### config.mk
export PLATFORM = sky130hd
export DESIGN_NAME = kernel_bank
export DESIGN_NICKNAME = d
export VERILOG_FILES = /design/src/rtl/kernel_bank.sv
export SDC_FILE = /design/constraint.sdc
export NUM_CORES = 2
export LEC_CHECK = 0
export ABC_AREA = 1
export BUFFER_PORTS_ARGS = -buffer_cell sky130_fd_sc_hd__buf_2
export CORE_ASPECT_RATIO = 0.5
export CORE_MARGIN = 2
export CORE_UTILIZATION = 50
export DETAILED_ROUTE_END_ITERATION = 6
export GPL_TIMING_DRIVEN = 0
export PLACE_DENSITY = 0.74
export SYNTH_ARGS = -nofsm -noshare
export SYNTH_HDL_FRONTEND = slang
export SYNTH_SLANG_ARGS = --single-unit
### constraint.sdc
create_clock -name clk -period 25.5 [get_ports clk]
set_input_delay 7.65 -clock clk [delete_from_list [all_inputs] [get_ports clk]]
set_output_delay 7.65 -clock clk [all_outputs]
set_load 0.05 [all_outputs]
### src/rtl/kernel_bank.sv
// kernel_bank: runtime-programmable KSIZE x KSIZE kernel store with frame-aligned selection and slot commit.
// A serially loaded staging buffer is committed to its target slot only on a frame boundary.
module kernel_bank #(
    parameter int KSIZE     = 5,
    parameter int DW_K      = 8,
    parameter int DW_DIV    = 4,
    parameter int NUM_SLOTS = 4,
    localparam int SELW     = (NUM_SLOTS > 1) ? $clog2(NUM_SLOTS) : 1
) (
    input  logic                        clk,
    input  logic                        rst,
    input  logic [SELW-1:0]             sel_in,
    input  logic                        frame_start,
    input  logic                        ld_start,
    input  logic [SELW-1:0]             ld_slot,
    input  logic [DW_DIV-1:0]           ld_div,
    input  logic                        ld_valid,
    input  logic [DW_K-1:0]             ld_data,
    output logic                        ld_ready,
    output logic                        ld_pending,
    output logic                        ld_done,
    output logic [KSIZE*KSIZE*DW_K-1:0] kernel,
    output logic [DW_DIV-1:0]           div,
    output logic [SELW-1:0]             sel_active
);
    localparam int NT  = KSIZE * KSIZE;
    localparam int IW  = (NT > 1) ? $clog2(NT) : 1;
    localparam int CTR = NT / 2;

    // Ascending tap range puts tap 0 in the MSBs of the flattened kernel bus.
    typedef logic [0:NT-1][DW_K-1:0] kern_t;
    typedef enum logic [1:0] {IDLE, LOAD, WAIT_FRAME} state_t;

    function automatic logic [DW_K-1:0] preset_tap(input int s, input int t);
        int dr, dc, v;
        dr = t / KSIZE - KSIZE / 2;
        dc = t % KSIZE - KSIZE / 2;
        if (KSIZE == 5 && s == 1)
            v = (dr >= -1 && dr <= 1 && dc >= -1 && dc <= 1) ?
                dc * (2 - (dr < 0 ? -dr : dr)) + dr * (2 - (dc < 0 ? -dc : dc)) : 0;
        else if (KSIZE == 5 && s == 2)
            v = (t == CTR) ? 4 : 1;
        else if (KSIZE == 5 && s == 3)
            v = (t == CTR) ? 31 : -1;
        else
            v = (t == CTR) ? 1 : 0;
        return DW_K'(v);
    endfunction

    function automatic kern_t preset_k(input int s);
        kern_t k;
        for (int t = 0; t < NT; t++)
            k[t] = preset_tap(s, t);
        return k;
    endfunction

    function automatic logic [DW_DIV-1:0] preset_div(input int s);
        return (KSIZE != 5) ? '0 :
               (s == 1) ? DW_DIV'(2) : (s == 2) ? DW_DIV'(5) : (s == 3) ? DW_DIV'(4) : '0;
    endfunction

    state_t              state_q, state_d;
    logic [IW-1:0]       idx_q;
    logic [SELW-1:0]     tgt_q, sel_q;
    logic [DW_DIV-1:0]   tdiv_q, div_q;
    kern_t               stage_q, kernel_q;
    logic                done_q;
    kern_t               slot_k_q   [NUM_SLOTS];
    logic [DW_DIV-1:0]   slot_div_q [NUM_SLOTS];

    logic start_ok, beat, last, commit, sel_ok, bypass;

    assign start_ok = state_q == IDLE && ld_start && int'(ld_slot) < NUM_SLOTS;
    assign beat     = state_q == LOAD && ld_valid;
    assign last     = beat && idx_q == IW'(NT - 1);
    assign commit   = state_q == WAIT_FRAME && frame_start;
    assign sel_ok   = frame_start && int'(sel_in) < NUM_SLOTS;
    assign bypass   = commit && sel_in == tgt_q;

    always_comb begin
        state_d = state_q;
        if (start_ok)
            state_d = LOAD;
        else if (last)
            state_d = WAIT_FRAME;
        else if (commit)
            state_d = IDLE;
    end

    always_ff @(posedge clk) begin
        if (rst) begin
            state_q  <= IDLE;
            idx_q    <= '0;
            tgt_q    <= '0;
            tdiv_q   <= '0;
            stage_q  <= '0;
            kernel_q <= preset_k(0);
            div_q    <= preset_div(0);
            sel_q    <= '0;
            done_q   <= 1'b0;
            for (int s = 0; s < NUM_SLOTS; s++) begin
                slot_k_q[s]   <= preset_k(s);
                slot_div_q[s] <= preset_div(s);
            end
        end else begin
            state_q <= state_d;
            done_q  <= commit;
            if (start_ok) begin
                idx_q  <= '0;
                tgt_q  <= ld_slot;
                tdiv_q <= ld_div;
            end
            if (beat) begin
                stage_q[idx_q] <= ld_data;
                idx_q          <= idx_q + 1'b1;
            end
            if (commit) begin
                slot_k_q[tgt_q]   <= stage_q;
                slot_div_q[tgt_q] <= tdiv_q;
            end
            // A slot committed this cycle is not yet in the array, so forward staging.
            if (sel_ok) begin
                sel_q    <= sel_in;
                kernel_q <= bypass ? stage_q : slot_k_q[sel_in];
                div_q    <= bypass ? tdiv_q : slot_div_q[sel_in];
            end
        end
    end

    assign ld_ready   = state_q == LOAD;
    assign ld_pending = state_q == WAIT_FRAME;
    assign ld_done    = done_q;
    assign kernel     = kernel_q;
    assign div        = div_q;
    assign sel_active = sel_q;
endmodule

After elaboration in Yosys (flattened, before gate mapping)

Memory sizes are Yosys's and may differ from the RTL's. A register that Yosys moved wholly into a read port is not among the register bits.
Index checks and enable logic that the tools add are counted.

Register bits after elaboration: 216
Output and inout port bits: 209
Memories: 2
Memory bits (writable): 816
Logic and storage cells: 79
Input port bits: 21

Mux-type cells: 26
Reductions and logical operators: 12
Magnitude comparators: 2
Bitwise gates (word level): 1
Eq/ne operators: 3
$add $sub $neg: 1

Memory list:

| name       | depth | bits a word | rd ports | clocked after Yosys merged registers in | write ports | RTL line | source |
|---|---|---|---|---|---|---|---|
| slot_k_q   | 4     | 200         | 1        | 1                                       | 4           | 68       | `kern_t slot_k_q [NUM_SLOTS];` |
| slot_div_q | 4     | 4           | 1        | 1                                       | 4           | 69       | `logic [DW_DIV-1:0] slot_div_q [NUM_SLOTS];` |

Operators by type and width:

| kind                  | count |
|---|---|
| $bwmux W200           | 1 |
| $mux W200             | 1 |
| $reduce_or A200 Y1    | 1 |
| $mux W8               | 8 |
| $demux W8 S5          | 1 |
| $mux W5               | 2 |
| $mux W1               | 8 |
| $mux W2               | 4 |
| $ge A6 B6 Y1 const B  | 1 |
| $lt A6 B1 Y1 const B  | 1 |
| $not A5 Y6            | 1 |
| $add A5 B1 Y5 const B | 1 |
| $eq A5 B5 Y1 const B  | 1 |
| $logic_and A1 B1 Y1   | 5 |
| $mux W4               | 1 |
| $reduce_bool A2 Y1    | 2 |
| $reduce_or A4 Y1      | 1 |
| $reduce_bool A3 Y1    | 1 |
| $eq A2 B1 Y1 const B  | 1 |
| $eq A2 B2 Y1 const B  | 1 |
| $logic_not A2 Y1      | 1 |
| $reduce_or A2 Y1      | 1 |

Depth between registers and ports, before layout

Word-level depth: 7
Gate-level depth with buffers: 12
Gate-level depth less buffers: 11

Worst setup path before layout

OpenSTA, ideal clock, no wires.

Kind: input -> register
Start: input rst
End: memory slot_div_q[2][0] (enable)
Required time: 24.927 ns
Path buffers: 3
Library setup time: 0.573 ns
Stages: 8
Slack: 11.743 ns
Data arrival time: 13.184 ns
Cell sequence: buf_2 > inv_1 > nand4_2 > nor2_2 > inv_2 > buf_2 > buf_2 > nand2_1

RTL lines:

| item               | RTL line | source |
|---|---|---|
| start: declaration | 11       | `input logic rst,` |
| end: declaration   | 69       |  |

==> results.cfg <==
[status]
status = complete, no violations

[placement]
portBuffers = 225
hpwl_um = 108500
gp_congestion = 0.9613
pre_cts_ws_ps = 13870
place_inst = 7063

[die]
die_w_um = 459.8
core_mm2 = 0.1028
dieArea_mm2 = 0.1066
ios = 230
die_h_um = 231.9
initial_core_util_pct = 50.51
std_cell_rows = 83

[worst_setup_path]
end_kind = register
cp_top_family = buffers and inverters
cp-start-kind = input port
crit_chain = buf_4 > nand3_4 > nor2_4 > nand2_2 > nor2_2 > inv_2 > buf_2 > clkbuf_1 > nand2_4 > buf_16 > buf_16
crit_buf_inv = 6
required_ps = 25870
crit_type = in -> reg
cp_slowest_stage_delay_ps = 740
cp_data_arrival_time_ps = 11560
critPathSlowestCell = nor2_2
critPathMaxFanout = 53
cp_common_cell = buf_16

[synthesis]
synth.most_common_cell = nor2_1
netlist_area_mm2 = 0.05193
synth_edf_count = 816
ys_ff_latch = 1236
synth_flop_cell = edfxtp_1
ys_types = 27
synth_common_cells = 1,196 x nor2_1, 816 x edfxtp_1, 617 x o21ai_0, 482 x nand2_1, 447 x inv_1
synthCells = 5462
synth.yosys.seq_area_share_pct = 63.38
ys_warn_count = 0
async_flop_share_pct = 0
yosys-top-cells-area = edfxtp_1 47%, dfxtp_1 16%, nor2_1 8.6%
syn-num-nets = 5487
yosysTopAreaCellShare_pct = 47.19
yosysTopAreaCell = edfxtp_1
syn_avg_cell_area_um2 = 9.507

[clock_tree]
cts_hold_buffers = 0
clockRootBuffer = clkbuf_16
cts_buffer_depth = 3
cts-resized-gates = 0
clkSinkCount = 1236
cts_inserted_buffers = 107
postCtsSetupRepairBufs = 0
htreeDepth = 3
clkSlewWorstSetupHoldPaths_ps = 60
cts_tree = yes
clk_latency_ps = 740

[global_routing]
grt_pass1_vias = 41520
grt_antenna_before_repair = 8
grt_pass1_wl_um = 248400
grt_usage_pct = 31.00
grt_max_degree = 92
grt_remaining_overflow = 0

[drt]
num_vias = 43380
drt_first_pass_iters = 7
finalWirelength_um = 169400
antenna_left = 0
drtIter0Drc = 6865
wl_per_cell_um = 23.29
via_per_inst = 5.962
drc = 0

[sta]
worstMarginPinSlew_ps = 1440
fin_crit_ps = 11190
fin_ws_ps = 14310
drv_slew = 0
finalClockSkew_ps = 36.61
tns_ps = 0
finalHoldViolCount = 0
fmax_ghz = 0.08937
setup_viol = 0
rsz0062_at_grt = false
slew_headroom_pct = 4.032
finalCritPeriodShare_pct = 43.88
timing.hold.ws_ps = 460.8

[power_and_ir_drop]
pwr-share-seq_pct = 51.3
combPwrFrac_pct = 9.6
internal_power_mw = 3.271
total_power_mw = 4.391
peakVddDrop_v = 0.00005006
p_switching_mw = 1.120
powerDensity_mw_per_mm2 = 74.58
p_leak_nw = 20.08
swShare_pct = 25.51
power_frac_clock_pct = 39.1

[run]
drv_cap = 0

[hold_path]
hp-class = reg -> reg

[layout]
nNetsFinal = 5837
finalNonFillerCells = 7276
area_growth_pct = 13.38
drive_gt1_share_pct = 9.683
cell families (layout without fill, tap and decap cells):
logic type | count (synthesis) | after routing | synth area share [%]
flops | 1236 | 1236 | 63.38
fa+ha+maj | 4 | 4 | 0.09638
buf+inv | 874 | 1319 | 6.727
compound gates | 1447 | 1447 | 15.42
other cells | 0 | 9 | 0
simple gates | 1901 | 1901 | 14.38
power groups by stage:
stage | Combinational (mW) | Clock, mW | Sequential [mW]
2_1_floorplan | 0.185 | 0 | 2.38
3_5_place_dp | 0.410 | 0 | 2.30
5_1_grt | 0.443 | 1.79 | 2.26
3_3_place_gp | 0.397 | 0 | 2.32
4_1_cts | 0.412 | 1.71 | 2.25
6_report | 0.423 | 1.71 | 2.25
stage by stage:
step	cell area, µm²	util, %
global placement	54760	53.26
CTS	58850	57.24
global route	58850	57.24
detailed placement	55210	53.70
finish	58880	57.27
floorplan	51930	-
worst register-to-register path, cell delays in order (launching register included):
cell      delay, ps
dfxtp_1         450
nand3_4         120
nor2_4          170
nand2_2         100
nor2_2          740
inv_2           400
buf_2           460
clkbuf_1        400
nand2_4         460
buf_16          360
buf_16          390
state kept, by name (all words and copies together) (netlist names):
| register | count |
|---|---|
| slot_k_q | 800 |
| kernel | 200 |
| stage_q | 200 |
| slot_div_q | 16 |
| idx_q | 5 |
| div | 4 |
| tdiv_q | 4 |
| sel_active | 2 |
| state_q | 2 |
| tgt_q | 2 |
| ld_done | 1 |
path summary, 6_finish.rpt:
check | end | depth (start not counted) | start | slack [ps]
max | slot_k_q[1][5]$_SDFFCE_PN0P_ | 11 | frame_start | 14310
min | kernel[88]$_SDFFE_PP0P_ | 2 | kernel[88]$_SDFFE_PP0P_ | 460
max reg2reg | slot_k_q[1][5]$_SDFFCE_PN0P_ | 10 | state_q[1]$_SDFFE_PP0P_ | 20990
min reg2reg | kernel[88]$_SDFFE_PP0P_ | 2 | kernel[88]$_SDFFE_PP0P_ | 460
layer usage:
layer,routed length [µm],vias to the layer above,GRT usage [%]
met5,108,-,0.04525
met4,8451,2,15.17
met3,23880,508,8.837
met2,74580,3120,47.48
met1,62410,20610,40.61
li1,-,19140,-
layout make-up:
class	count	area [µm²]
Antenna cell	9	22.52
Tap cell	1360	1702
Fill cell	8610	43940
Timing Repair Buffer	241	1544
Clock inverter	62	626.9
Multi-Input combinational cell	3352	15550
Sequential cell	1236	32910
Clock buffer	142	3017
Buffer	420	1794
Inverter	454	1712
cells in the final DEF, fill, tap and decap left out, drive strengths merged:
| cell | netlist | final |
|---|---|---|
| nor2 | 1201 | 1201 |
| edfxtp | 816 | 816 |
| o21ai | 625 | 625 |
| nand2 | 486 | 486 |
| inv | 453 | 458 |
| dfxtp | 420 | 420 |
| a21oi | 413 | 413 |
| clkbuf | 263 | 405 |
| buf | 157 | 398 |
| nand3 | 206 | 206 |
| o22ai | 203 | 203 |
| o21bai | 197 | 197 |
| clkinv | 1 | 44 |
| bufinv | 0 | 11 |
| diode | 0 | 9 |
| nor3 | 7 | 7 |
| a31oi | 7 | 7 |
| ha | 4 | 4 |
| clkinvlp | 0 | 3 |
| a221oi | 2 | 2 |
| nand4 | 1 | 1 |
No activity file was read; power rests on OpenSTA's default activity.
